## config.mk

```make
export PLATFORM = sky130hd
export DESIGN_NAME = sad_search_engine
export DESIGN_NICKNAME = d
export VERILOG_FILES = /design/src/rtl/sad_pkg.sv /design/src/rtl/sad_addr_gen.sv /design/src/rtl/sad_search_engine.sv
export SDC_FILE = /design/constraint.sdc
export NUM_CORES = 1
export LEC_CHECK = 0
export ABC_CLOCK_PERIOD_IN_PS = 4350
export CORE_ASPECT_RATIO = 1.1
export CORE_MARGIN = 5
export CORE_UTILIZATION = 45
export CTS_CLUSTER_DIAMETER = 60
export DETAILED_ROUTE_END_ITERATION = 16
export PLACE_DENSITY = 0.77
export REMOVE_ABC_BUFFERS = 1
export SYNTH_ARGS = -nofsm -noshare
export SYNTH_HDL_FRONTEND = slang
export SYNTH_SLANG_ARGS = --single-unit
```

## constraint.sdc

```tcl
create_clock -name clk -period 4.35 [get_ports clk]
set_clock_uncertainty 0.05 [all_clocks]
set_input_delay 0.6525 -clock clk [delete_from_list [all_inputs] [get_ports clk]]
set_output_delay 0.6525 -clock clk [all_outputs]
set_load 0.02 [all_outputs]
```

## src/rtl/sad_pkg.sv

```systemverilog
// Shared widths, FSM state encoding and the pixel absolute-difference helper
// for the full-search SAD engine.
package sad_pkg;

  localparam int PixW   = 8;
  localparam int SadW   = 32;
  localparam int CoordW = 8;

  typedef logic [PixW-1:0]   pixel_t;
  typedef logic [SadW-1:0]   sad_t;
  typedef logic [CoordW-1:0] coord_t;

  typedef enum logic [1:0] {
    ST_IDLE,
    ST_SCAN,
    ST_DRAIN,
    ST_DONE
  } state_e;

  // The difference is formed in 9-bit signed so 0 - 255 does not wrap.
  function automatic pixel_t abs_diff(input pixel_t a, input pixel_t b);
    logic signed [PixW:0] d;
    d = $signed({1'b0, a}) - $signed({1'b0, b});
    return d[PixW] ? pixel_t'(-d) : pixel_t'(d);
  endfunction

endpackage

```

## src/rtl/sad_addr_gen.sv

```systemverilog
// Nested raster counters (candidate r,c and window offset i,j) and the
// frame/template read addresses they imply.
module sad_addr_gen
  import sad_pkg::*;
#(
  parameter int FrameRows      = 64,
  parameter int FrameCols      = 64,
  parameter int WinRows        = 8,
  parameter int WinCols        = 8,
  parameter int FrameAddrWidth = 12,
  parameter int WinAddrWidth   = 6
) (
  input  logic                      clk,
  input  logic                      rst_n,
  input  logic                      step_i,
  output logic [FrameAddrWidth-1:0] frame_addr_o,
  output logic [WinAddrWidth-1:0]   win_addr_o,
  output logic [CoordW-1:0]         row_o,
  output logic [CoordW-1:0]         col_o,
  output logic                      first_off_o,
  output logic                      last_off_o,
  output logic                      last_cand_o
);

  localparam coord_t IMax = coord_t'(WinRows - 1);
  localparam coord_t JMax = coord_t'(WinCols - 1);
  localparam coord_t RMax = coord_t'(FrameRows - WinRows);
  localparam coord_t CMax = coord_t'(FrameCols - WinCols);

  coord_t i_q, i_d, j_q, j_d, r_q, r_d, c_q, c_d;
  logic   last_i, last_j, last_r, last_c;

  assign last_i = (i_q == IMax);
  assign last_j = (j_q == JMax);
  assign last_r = (r_q == RMax);
  assign last_c = (c_q == CMax);

  // NOTE: every always_comb output gets its hold value first so no path
  // through the nested ifs can leave it unassigned and infer a latch.
  always_comb begin
    i_d = i_q;
    j_d = j_q;
    r_d = r_q;
    c_d = c_q;
    if (step_i) begin
      j_d = last_j ? '0 : j_q + 1'b1;
      if (last_j) begin
        i_d = last_i ? '0 : i_q + 1'b1;
        if (last_i) begin
          c_d = last_c ? '0 : c_q + 1'b1;
          if (last_c) begin
            r_d = last_r ? '0 : r_q + 1'b1;
          end
        end
      end
    end
  end

  // NOTE: sequential state uses non-blocking assignments so every register
  // samples pre-edge values regardless of process ordering.
  always_ff @(posedge clk or negedge rst_n) begin
    if (!rst_n) begin
      i_q <= '0;
      j_q <= '0;
      r_q <= '0;
      c_q <= '0;
    end else begin
      i_q <= i_d;
      j_q <= j_d;
      r_q <= r_d;
      c_q <= c_d;
    end
  end

  // Counters wrap to zero after the last issue, so an idle engine drives address 0.
  assign frame_addr_o = FrameAddrWidth'((32'(r_q) + 32'(i_q)) * 32'(FrameCols)
                                        + 32'(c_q) + 32'(j_q));
  assign win_addr_o   = WinAddrWidth'(32'(i_q) * 32'(WinCols) + 32'(j_q));

  assign row_o       = r_q;
  assign col_o       = c_q;
  assign first_off_o = (i_q == '0) && (j_q == '0);
  assign last_off_o  = last_i && last_j;
  assign last_cand_o = last_r && last_c;

endmodule

```

## src/rtl/sad_search_engine.sv

```systemverilog
// Full-search SAD producer: scans every template position over the reference
// frame and emits one (SAD, row, column) triple per position.
module sad_search_engine
  import sad_pkg::*;
#(
  parameter int FrameRows      = 64,
  parameter int FrameCols      = 64,
  parameter int WinRows        = 8,
  parameter int WinCols        = 8,
  parameter int FrameAddrWidth = ($clog2(FrameRows * FrameCols) > 0) ?
                                 $clog2(FrameRows * FrameCols) : 1,
  parameter int WinAddrWidth   = ($clog2(WinRows * WinCols) > 0) ?
                                 $clog2(WinRows * WinCols) : 1
) (
  input  logic                      clk,
  input  logic                      rst_n,
  input  logic                      start_i,
  output logic [FrameAddrWidth-1:0] frame_addr_o,
  input  logic [PixW-1:0]           frame_data_i,
  output logic [WinAddrWidth-1:0]   win_addr_o,
  input  logic [PixW-1:0]           win_data_i,
  output logic [SadW-1:0]           sad_o,
  output logic [CoordW-1:0]         sad_row_o,
  output logic [CoordW-1:0]         sad_col_o,
  output logic                      sad_valid_o,
  output logic                      busy_o,
  output logic                      done_o
);

  if (WinRows < 1 || WinCols < 1 || WinRows > FrameRows || WinCols > FrameCols ||
      FrameRows > 256 || FrameCols > 256) begin : g_bad_geometry
    $error("sad_search_engine: need 1 <= Win <= Frame <= 256 in both dimensions");
  end

  state_e state_q, state_d;
  logic   step;
  coord_t row, col;
  logic   first_off, last_off, last_cand;

  // Tags for the address issued last cycle, aligned with the returning data.
  logic   p_valid_q, p_first_q, p_last_q, p_final_q;
  coord_t p_row_q, p_col_q;

  sad_t   acc_q, acc_d, sad_q;
  coord_t sad_row_q, sad_col_q;
  logic   sad_valid_q, final_q;
  pixel_t diff;

  assign step = (state_q == ST_SCAN);

  sad_addr_gen #(
    .FrameRows      (FrameRows),
    .FrameCols      (FrameCols),
    .WinRows        (WinRows),
    .WinCols        (WinCols),
    .FrameAddrWidth (FrameAddrWidth),
    .WinAddrWidth   (WinAddrWidth)
  ) u_addr_gen (
    .clk          (clk),
    .rst_n        (rst_n),
    .step_i       (step),
    .frame_addr_o (frame_addr_o),
    .win_addr_o   (win_addr_o),
    .row_o        (row),
    .col_o        (col),
    .first_off_o  (first_off),
    .last_off_o   (last_off),
    .last_cand_o  (last_cand)
  );

  always_comb begin
    state_d = state_q;
    case (state_q)
      ST_IDLE:  if (start_i) state_d = ST_SCAN;
      ST_SCAN:  if (last_off && last_cand) state_d = ST_DRAIN;
      ST_DRAIN: if (final_q) state_d = ST_DONE;
      ST_DONE:  state_d = ST_IDLE;
      default:  state_d = ST_IDLE;
    endcase
  end

  // First term of each candidate overwrites so back-to-back positions need no gap.
  assign diff  = abs_diff(frame_data_i, win_data_i);
  assign acc_d = (p_first_q ? '0 : acc_q) + sad_t'(diff);

  // NOTE: pipeline and accumulator registers are all reset, so an abort
  // leaves no in-flight tag able to fire a strobe after reset releases.
  always_ff @(posedge clk or negedge rst_n) begin
    if (!rst_n) begin
      state_q     <= ST_IDLE;
      p_valid_q   <= 1'b0;
      p_first_q   <= 1'b0;
      p_last_q    <= 1'b0;
      p_final_q   <= 1'b0;
      p_row_q     <= '0;
      p_col_q     <= '0;
      acc_q       <= '0;
      sad_q       <= '0;
      sad_row_q   <= '0;
      sad_col_q   <= '0;
      sad_valid_q <= 1'b0;
      final_q     <= 1'b0;
    end else begin
      state_q     <= state_d;
      p_valid_q   <= step;
      p_first_q   <= first_off;
      p_last_q    <= last_off;
      p_final_q   <= last_off && last_cand;
      p_row_q     <= row;
      p_col_q     <= col;
      sad_valid_q <= p_valid_q && p_last_q;
      final_q     <= p_valid_q && p_last_q && p_final_q;
      if (p_valid_q) begin
        acc_q <= acc_d;
      end
      if (p_valid_q && p_last_q) begin
        sad_q     <= acc_d;
        sad_row_q <= p_row_q;
        sad_col_q <= p_col_q;
      end
    end
  end

  assign sad_o       = sad_q;
  assign sad_row_o   = sad_row_q;
  assign sad_col_o   = sad_col_q;
  assign sad_valid_o = sad_valid_q;
  assign busy_o      = (state_q != ST_IDLE);
  assign done_o      = (state_q == ST_DONE);

endmodule

```

; Word-level counts from Yosys, hierarchy flattened
; Cells that the tools add are included.
[totals]
mem_bits_ro = 0
out_inout_bits = 69
memories = 0
mem_bits_rw = 0
latchBits = 0
ff_bits = 136
input_bits = 19
[classes]
mux = 10
reduce_logical = 14
multipliers = 0
add_sub_neg = 11
div_mod_pow = 0
shift = 0
bitwise = 0
eq_ne = 10
magnitude_cmp = 0
[op_table]
columns = operator, n
row1 = 8-bit 2-to-1 mux, 5
row2 = 32-bit by 8-bit adder with 32-bit output, 1
row3 = "8-bit by 1-bit adder with 8-bit output, second input constant", 4
row4 = 32-bit 2-to-1 mux, 1
row5 = 12-bit by 8-bit adder with 12-bit output, 2
row6 = "8-bit by 3-bit == test with 1-bit output, second input constant", 2
row7 = "8-bit by 6-bit == test with 1-bit output, second input constant", 2
row8 = 8-bit zero test, 2
row9 = 6-bit adder, 2
row10 = 8-bit by 8-bit subtractor with 9-bit output, 1
row11 = 8-bit negator, 1
row12 = 2-bit one-hot mux with 4 select lines, 1
row13 = 1-bit logical AND, 6
row14 = 2-bit 2-to-1 mux, 3
row15 = 3-bit AND reduction, 2
row16 = "2-bit == test, second input constant", 2
row17 = "2-bit inequality test, second input constant", 2
row18 = 4-bit AND reduction, 1
row19 = "2-bit by 1-bit == test with 1-bit output, second input constant", 1
row20 = 2-bit zero test, 1
row21 = "2-bit by 1-bit inequality test with 1-bit output, second input constant", 1
row22 = 2-bit AND reduction, 1
row23 = 2-bit nonzero test, 1

; Longest topological paths before layout
; Gate-level depths: netlist of the first run.
[depth]
depth_word = 5
ltp_mapped = 19
mapped_depth_nobuf = 17

; By module
; From an unflattened synthesis of the first run, not the netlist that was laid out.
[hier_totals]
hier_cells = 841
area_unflattened_um2 = 8087.8
[modules_own_cells]
columns = module, cells_each, area_per_inst_um2, instances
row1 = sad_search_engine, 591, 5662.9, 1
row2 = sad_addr_gen, 250, 2424.8, 1

; Worst setup path before layout of the first run
; OpenSTA, ideal clock, no wires.
[synth_timing]
path_kind = input port to flip-flop
from = input port frame_data_i[0]
to = register sad_q[18] (netlist: sad_o[18])
required_time_ps = 4176
path_slack_ps = 67
setup_ps = 124
cell_stages = 18
arrival_time_ps = 4109
cell_sequence = inv_1 > ha_1 > inv_1 > fa_1 > a211oi_1 > o21bai_1 > a21oi_1 > xor2_1 > a31oi_1 > xnor2_1 > ha_1 > clkbuf_1 > o21a_1 > o21ai_2 > buf_2 > a211oi_1 > a21oi_1 > o31a_1
[synth_between]
elab_chain_len = 4
[synth_lines]
columns = item, line
row1 = "start, declared", sad_search_engine.sv:19  ; input logic [PixW-1:0] frame_data_i,
row2 = 8-bit by 8-bit subtractor with 9-bit output *, sad_pkg.sv:23  ; d = $signed({1'b0, a}) - $signed({1'b0, b});
row3 = 8-bit negator, sad_pkg.sv:24  ; return d[PixW] ? pixel_t'(-d) : pixel_t'(d);
row4 = 8-bit 2-to-1 mux *, sad_pkg.sv:24
row5 = 32-bit by 8-bit adder with 32-bit output *, sad_search_engine.sv:84  ; assign acc_d = (p_first_q ? '0 : acc_q) + sad_t'(diff);
row6 = "end signal, assigned", sad_search_engine.sv:98  ; sad_q <= '0;
row7 = "end signal, assigned", sad_search_engine.sv:117  ; sad_q <= acc_d;
row8 = "end, declared", sad_search_engine.sv:44  ; sad_t acc_q, acc_d, sad_q;
; Mark *: on every way between the ends. The rest lies on a longest branch, timed or not.
; A chain may end at the register's enable or synchronous reset.

; Worst setup path after layout of the first run
[layout_timing]
from = input port win_data_i[2]
to = register acc_q[11]
[layout_between]
elab_chain_len = 4
[layout_lines]
columns = item, line
row1 = "start, declared", sad_search_engine.sv:21  ; input logic [PixW-1:0] win_data_i,
row2 = 8-bit by 8-bit subtractor with 9-bit output *, sad_pkg.sv:23
row3 = 8-bit negator, sad_pkg.sv:24
row4 = 8-bit 2-to-1 mux *, sad_pkg.sv:24
row5 = 32-bit by 8-bit adder with 32-bit output *, sad_search_engine.sv:84
row6 = "end signal, assigned", sad_search_engine.sv:97  ; acc_q <= '0;
row7 = "end signal, assigned", sad_search_engine.sv:114  ; acc_q <= acc_d;
row8 = "end, declared", sad_search_engine.sv:44
; Marked as above.

==> results of run 1 <==
-- cells by family (layout without fill, tap and decap cells) --
logic type,after synthesis,after routing
adder cells (fa/ha/maj),57,57
buffers and inverters,109,254
AND/OR/NAND/NOR,333,333
XOR/XNOR,58,58
flip-flops,136,136
AO/OA/AOI/OAI,154,154
multiplexers,21,21
-- stage by stage --
step	util	cells	worst slack (ns)	TNS (ns)
final	0.5889	1251	0.1147	0
after global routing	0.5889	1251	-0.07811	-0.3615
after global placement	0.5437	1214	-0.3187	-10.44
after floorplan	-	822	-0.9039	-17.29
after detailed placement	0.5437	1214	-0.4211	-15.68
after CTS	0.5801	1246	0.001199	0
-- where the power goes --
part           total [mW]  switching (mW)  internal, mW
logic                1.87           0.922         0.943
registers            1.39          0.0516          1.34
clock network        1.58           0.587         0.991
total                4.84            1.56          3.28
-- path summary, 6_finish.rpt --
path,start,end,slack [ns]
worst max-delay path,win_data_i[2],acc_q[11],0.11
worst min-delay path,rst_n,sad_o[7],0.19
worst max register to register,p_first_q,sad_o[22],1.34
worst min register to register,u_addr_gen.row_o[7],p_row_q[7],0.39
max in group asynchronous,rst_n,acc_q[31],3.08
min in group clk,u_addr_gen.row_o[7],p_row_q[7],0.39
-- layer usage --
metal	wire, um	vias to the layer above	GRT usage
li1	-	3286	-
met2	9711	155	0.3228
met4	218	0	0.05435
met1	8245	3279	0.2312
met5	0	-	0
met3	806	21	0.03947
-- what timing repair did --
item,CTS,global route
resized for setup,2,32
pin swaps,0,16
gates cloned,0,1
setup endpoints to repair,2,60
buffers inserted,0,4
hold endpoints to repair,0,0
-- cell usage after synthesis (all sizes together) (7+ instances only) --
master / number
nand3: 27
a21oi: 21
fa: 7
ha: 50
nor3: 22
o21ai: 34
o2bb2ai: 7
buf: 18
a21o: 9
mux2i: 11
and3: 15
mux2: 10
xnor2: 45
nor2b: 17
and2: 8
clkbuf: 28
xor2: 13
a31oi: 12
nand2: 128
inv: 63
a211oi: 8
o31ai: 16
nand4: 22
dfrtp: 136
nor2: 58
-- final cells by class --
type | count | area share
clock inverters | 14 | 0.02000
multi-input cells | 623 | 0.4222
well taps | 238 | 0.02851
flip-flops and latches | 136 | 0.3258
repair buffers | 159 | 0.1388
clock buffers | 18 | 0.04204
inverters | 63 | 0.02264
-- sequential cells by signal, indices dropped and copies added (netlist names) --
signal / cells
u_addr_gen.row_o: 8
sad_col_o: 8
p_row_q: 8
u_addr_gen.j_q: 8
p_last_q: 1
sad_row_o: 8
state_q: 2
sad_valid_o: 1
final_q: 1
acc_q: 32
p_final_q: 1
u_addr_gen.col_o: 8
p_first_q: 1
p_valid_q: 1
sad_o: 32
p_col_q: 8
u_addr_gen.i_q: 8
==> run metrics, run 1 <==
CORE AREA=17740 um2; total wire length=18980 um; final setup violation count=0; period utilization=0.9736; critical path's largest stage delay=0.58 ns; Tmin final=4.235 ns; largest net degree at the start of global routing=68; register area=3403 um2; Crit-path slowest cell=o311ai_1; Top FF cell, synth=dfrtp_1; fill count=1565; Design Power=4.838 mW; Adder-Cell Fraction of Synth Area=0.09388; row cnt=51; Setup crit start kind=input pin; Antenna Cells=0; synthesis-to-finish area growth=28.07%; Die Wd=138.4 um; CP Buf/Inv Count=5; total CTS buffers=17; die outline area=20920 um2; mux share of post-synthesis cell area=0.02776; Routability Congestion=0.8022; post-route cell area=10450 um2; Mean Syn Cell Area=9.397 um2; CP Max Fanout=4; Worst Tran Pin Value=1.059 ns; Critical Path AT=4.49 ns; simple logic cell fraction of the synthesized area=0.2033; most common cell after layout, fill and taps aside=dfrtp_1; Seq/Total Area, Yosys=0.4172; worst setup path category=in -> reg; most numerous cell on the critical path=buf_4; Peak VDD IR=0.0003459 V; critical-path cell list=clkdlybuf4s50_1 -> inv_1 -> ha_1 -> o21ai_0 -> a21oi_1 -> o311ai_1 -> buf_4 -> a31oi_1 -> xnor2_1 -> ha_2 -> o21a_1 -> o21ai_2 -> or2_1 -> nor2_4 -> clkdlybuf4s15_2 -> buf_4 -> nand2_1 -> a221o_1; share of the synthesized area in the top cell type=0.4172; worst path required time=4.61 ns; clk slew on worst S/H paths=0.06 ns; Post-Synthesis Cells=868; yosys warns=0; Synth async-reset ratio=1.000; CTS tree=yes; family with the most delay on the worst path=compound AO/OA/AOI/OAI gates; Max Clk Rate=0.2361 GHz; Max Slew Vio Count=0; max-cap viol count=0; # port buffers=87; Post-Syn Area=8157 um2; hold_buf cts=0; final net count=1076; Initial Utilization=0.4598; Pre-antenna DRT Iters=4; DRT antenna net count=0; Register-to-Register Path Depth=10; Area after DPL=9646 um2; main combinational cell family by area after synthesis=simple AND/OR/NAND/NOR gates; Max Buffers Root-to-Sink=2; DP HPWL=13030 um; via count=6741; EDFF count, synth=0; PD cells=463.1 nW/um2; initial DRC count=386; Yosys reg bits=136; commonest non-fill, non-tap cells in the layout=dfrtp_1, nand2_1, clkdlybuf4s50_1, buf_4, inv_1; Synth area leaders=dfrtp_1, ha_1, nand2_1; vias in the first global route=6577; CP endpoint kind=register; WL/cell=15.17 um; CTS root buffer=clkbuf_16; first-pass GRT wire length=31710 um; antenna violations before repair=0; H-tree levels=4; status=completed; Final Hold Fails=0; I/O Pins=88; Hold Path Class=in -> async; post-synth top area cell=dfrtp_1; worst hold slack=0.1869 ns; via/cell ratio=5.388; Slew HR=0.2933; worst skew pair latency=0.43 ns; share of layout cells above drive strength 1=0.1520; DRC=0; Critical Path Stages=18; Leak=4.831 nW; Synth Area in XOR/XNOR=0.06228; synth unique cells=79; Chip Height=151.2 um; GRT overflow=0; Multi-input gate area=4410 um2; post-synthesis compound-gate area fraction=0.1399; CTS Sinks=136; Total GRT Usage=0.1844
(Power assumes the default switching activity.)
==> run 2, diff against run 1 <==
ABC_AREA = 1   (was default)
==> run 2 against run 1 <==
Sequential power is 18% higher. Fmax is 5.2% higher. Synthesized area is 2.5% higher. Sequential cell count stayed put. Clock power is 4% lower. Combinational power is 7% lower. Utilization is 4.1 points lower. Final cell count is 17% higher.
==> run metrics, run 2 <==
status=completed; final setup violation count=0; worst path required time=3.65 ns; Post-Syn Area=8362 um2; Final Hold Fails=0; synthesis-to-finish area growth=20.17%; worst hold slack=0.1707 ns; Die Wd=140.0 um; CTS tree=yes; Critical Path AT=3.32 ns; # port buffers=87; Crit-path slowest cell=fa_1; Chip Height=153.0 um; R2R Setup Slk=1.33 ns; share of the synthesized area in the top cell type=0.4070; FF-to-FF Start=p_first_q; PD cells=486.4 nW/um2; most numerous cell on the critical path=nand2_1; family with the most delay on the worst path=adder cells; via count=7180; GRT overflow=0; worst skew pair latency=0.42 ns; total negative setup slack=0 ns; die outline area=21410 um2; RSZ-0062 raised after global routing=no; largest net degree at the start of global routing=67; share of layout cells above drive strength 1=0.06465; CP Buf/Inv Count=3; Pre-antenna DRT Iters=5; Max Clk Rate=0.2483 GHz; CP Max Fanout=7; max-cap viol count=0; top-count cell post-synth=nand2_1; I/O Pins=88; final net count=1285; Yosys reg bits=136; Hold Path Class=in -> async; critical-path cell list=ha_1 -> fa_1 -> inv_1 -> fa_1 -> inv_1 -> ha_4 -> nand2_1 -> nor2_1 -> nand2_1 -> o211ai_1 -> nand2_1 -> nand2_1 -> nand3_1 -> nand2_1 -> clkbuf_2; Max Slew Vio Count=0; post-route cell area=10050 um2; clk slew on worst S/H paths=0.06 ns; Worst Tran Pin Value=1.088 ns; Seq/Total Area, Yosys=0.4070; CTS root buffer=clkbuf_16; Setup crit start kind=register; total CTS buffers=17; DRT antenna net count=0; initial DRC count=561; Routability Congestion=0.9215; most common cell after layout, fill and taps aside=nand2_1; hold_buf cts=0; Commonest cells post-synth=nand2_1, inv_1, dfrtp_1; Antenna Cells=0; post-synth top area cell=dfrtp_1; EDFF count, synth=0; yosys warns=0; H-tree levels=4; Design Power=4.887 mW; critical path's largest stage delay=0.49 ns; antenna violations before repair=0; WL/cell=12.81 um; vias in the first global route=6996; via/cell ratio=4.901; row cnt=52; CP endpoint kind=output pin; commonest non-fill, non-tap cells in the layout=nand2_1, inv_1, dfrtp_1, nand3_1, nor2_1; period utilization=0.9258; Initial Utilization=0.4557; Leak=5.169 nW; synth unique cells=38; worst setup path start=u_addr_gen.row_o[0]; DRC=0; Total GRT Usage=0.1786; total wire length=18760 um; Max Buffers Root-to-Sink=2; Post-Synthesis Cells=1123; Peak VDD IR=0.0002793 V; Mean Syn Cell Area=7.446 um2; CORE AREA=18350 um2; Synth area leaders=dfrtp_1, nand2_1, ha_1; DP HPWL=13760 um; worst setup path category=reg -> out; first-pass GRT wire length=32090 um; Top FF cell, synth=dfrtp_1; Area after DPL=9429 um2; Tmin final=4.027 ns; CTS Sinks=136; Synth async-reset ratio=1.000; Slew HR=0.2746
-- run 2: cell families (layout without fill, tap and decap cells) --
family,count (synthesis),count (layout),share of synthesized area
flip-flops,136,136,0.4070
AO/OA/AOI/OAI,73,73,0.04564
buffers and inverters,177,276,0.08649
adder cells (fa/ha/maj),57,57,0.09158
AND/OR/NAND/NOR,632,632,0.3190
XOR/XNOR,48,48,0.05028
-- run 2: area by class of cell --
type / count / area [um2]
Clock inverter: 12 / 163.9
Sequential cell: 136 / 3405
Tap cell: 243 / 304.0
Fill cell: 1732 / 8299
Timing Repair Buffer: 92 / 894.6
Clock buffer: 20 / 456.7
Multi-Input combinational cell: 810 / 4250
Inverter: 152 / 574.3
-- run 2: per-stage QoR --
stage / cells / utilization / worst slack (ns)
after floorplan: 1098 / - / 0.8183
after global placement: 1433 / 0.5139 / 0.2598
after detailed placement: 1433 / 0.5139 / 0.1562
after CTS: 1465 / 0.5475 / 0.06919
after global routing: 1465 / 0.5477 / 0.07292
final: 1465 / 0.5477 / 0.3229
-- run 2: worst paths after layout --
| path | endpoint | cells past startpoint |
|---|---|---|
| setup / recovery | frame_addr_o[10] | 15 |
| hold / removal | acc_q[2] | 1 |
| setup reg to reg | sad_o[31] | 15 |
| hold reg to reg | p_row_q[6] | 0 |
| max in group asynchronous | u_addr_gen.row_o[0] | 2 |
| min in group clk | p_row_q[6] | 0 |
-- run 2: routing by layer --
layer	share of wire	GRT usage
met5	0	0
met4	0.024	0.06737
met3	0.041	0.03313
met2	0.50	0.3087
met1	0.43	0.2221
-- run 2: power by group --
part / internal, mW / switching [mW]
logic: 0.622 / 1.11
registers: 1.44 / 0.198
clock network: 0.941 / 0.570
total: 3.01 / 1.88
-- run 2: worst reg2reg max path: cells and delay by family, from the launching register on --
kind | cells | cell delay, ns
buffers and inverters | 2 | 0.33
flip-flops | 1 | 1.06
AND/OR/NAND/NOR | 12 | 1.21
adder cells (fa/ha/maj) | 1 | 0.27
-- run 2: timing repair --
item,4_1_cts,5_1_grt
endpoints found under the setup margin,4,4
resized for setup,4,9
endpoints found under the hold margin,0,0
setup buffers,0,0
==> run 3, diff against run 2 <==
SKIP_CTS_REPAIR_TIMING = 1   (was default)
==> run 3 against run 2 <==
Global-route usage unchanged. Clock power about the same. Sequential share of layout area about the same. Final cell count unchanged. Non-clock buffer count unchanged. Critical path depth unchanged. Combinational power about the same. Routed wire length about the same. Utilization increased by 0.054 points.
==> run metrics, run 3 (synthesis gave the netlist of run 2 again) <==
Area after DPL=9429 um2; status=completed; most common cell after layout, fill and taps aside=nand2_1; Pre-antenna DRT Iters=5; Leak=5.204 nW; RSZ-0062 raised after global routing=no; DRT antenna net count=0; GRT overflow=0; I/O Pins=88; fill count=1733; vias in the first global route=6996; worst path required time=3.65 ns; Hold Path Class=in -> async; Final Hold Fails=0; max-cap viol count=0; worst hold slack=0.1748 ns; first-pass GRT wire length=32090 um; FF-to-FF Start=p_first_q; CP endpoint kind=output pin; Crit-path slowest cell=fa_1; initial DRC count=558; Setup crit start kind=register; CP Max Fanout=7; Chip Height=153.0 um; Max Buffers Root-to-Sink=2; CORE AREA=18350 um2; Die Wd=140.0 um; die outline area=21410 um2; DP HPWL=13760 um; Total GRT Usage=0.1786; worst skew pair latency=0.42 ns; final net count=1285; # port buffers=87; Worst Tran Pin Value=1.060 ns; CTS tree=yes; Max Slew Vio Count=0; H-tree levels=4; final core occ=0.5482; antenna violations before repair=0; via count=7162; Routability Congestion=0.9215; CTS Sinks=136; row cnt=52; Multi-input gate area=4250 um2; total CTS buffers=17; Max Clk Rate=0.2484 GHz; Antenna Cells=0; DRC=0; Peak VDD IR=0.0002793 V; WL/cell=12.80 um; worst setup path category=reg -> out; critical-path cell list=ha_1 -> fa_1 -> inv_1 -> fa_1 -> inv_1 -> ha_4 -> nand2_1 -> nor2_1 -> nand2_1 -> o211ai_1 -> nand2_1 -> nand2_1 -> nand3_1 -> nand2_1 -> clkbuf_2; Slew HR=0.2934; period utilization=0.9256; commonest non-fill, non-tap cells in the layout=nand2_1, inv_1, dfrtp_1, nand3_1, nor2_1; most numerous cell on the critical path=nand2_1; post-route cell area=10060 um2; register area=3405 um2; Tmin final=4.027 ns; PD cells=485.5 nW/um2; clk slew on worst S/H paths=0.06 ns; synthesis-to-finish area growth=20.29%; via/cell ratio=4.889; total negative setup slack=0 ns; Initial Utilization=0.4557; critical path's largest stage delay=0.49 ns; final setup violation count=0; Register-to-Register Path Depth=15; worst r2r dst=sad_o[29]; Critical Path AT=3.32 ns; total wire length=18750 um; CTS root buffer=clkbuf_16; share of layout cells above drive strength 1=0.06383; R2R Setup Slk=1.35 ns; Design Power=4.883 mW; largest net degree at the start of global routing=67
## run 3: stage by stage
stage	cells	setup slack, ns
finish	1465	0.3235
global route	1465	0.07292
CTS	1465	-0.2045
detailed placement	1433	0.1562
global placement	1433	0.2598
floorplan	1098	0.8183
## run 3: area by class of cell
type | count | area share
tap | 243 | 0.03023
sequential | 136 | 0.3385
inverter | 152 | 0.05710
clock buffer | 20 | 0.04540
timing repair buffer | 92 | 0.08994
clock inverter | 12 | 0.01630
multi-input combinational | 810 | 0.4226
## run 3: worst max-delay path by stage
stage                              from                to  slack (ns)  cells after the start
floorplan           u_addr_gen.row_o[0]  frame_addr_o[11]        0.82                     12
global placement        frame_data_i[0]         sad_o[21]        0.26                     19
detailed placement      frame_data_i[0]         sad_o[29]        0.16                     21
CTS                 u_addr_gen.row_o[0]  frame_addr_o[10]       -0.20                     15
global route        u_addr_gen.row_o[0]  frame_addr_o[10]        0.07                     15
finish              u_addr_gen.row_o[0]  frame_addr_o[10]        0.32                     15
## run 3: worst max-delay path: cells and delay by family (launching register included)
kind	cells	cell delay, ns
AO/OA/AOI/OAI	1	0.13
adder cells (fa/ha/maj)	4	1.50
buffers and inverters	3	0.28
flip-flops	1	0.44
AND/OR/NAND/NOR	7	0.55
## run 3: report_power, final
group	switching, mW	leakage, nW	internal, mW
sequential	0.196	1.70	1.44
clock	0.569	0.302	0.941
combinational	1.11	3.20	0.622
total	1.88	5.20	3.01
## run 3: routing by layer
| layer | part of all wire | track usage |
|---|---|---|
| met5 | 0 | 0 |
| met3 | 0.040 | 0.03313 |
| met1 | 0.43 | 0.2221 |
| met4 | 0.027 | 0.06737 |
| met2 | 0.50 | 0.3087 |
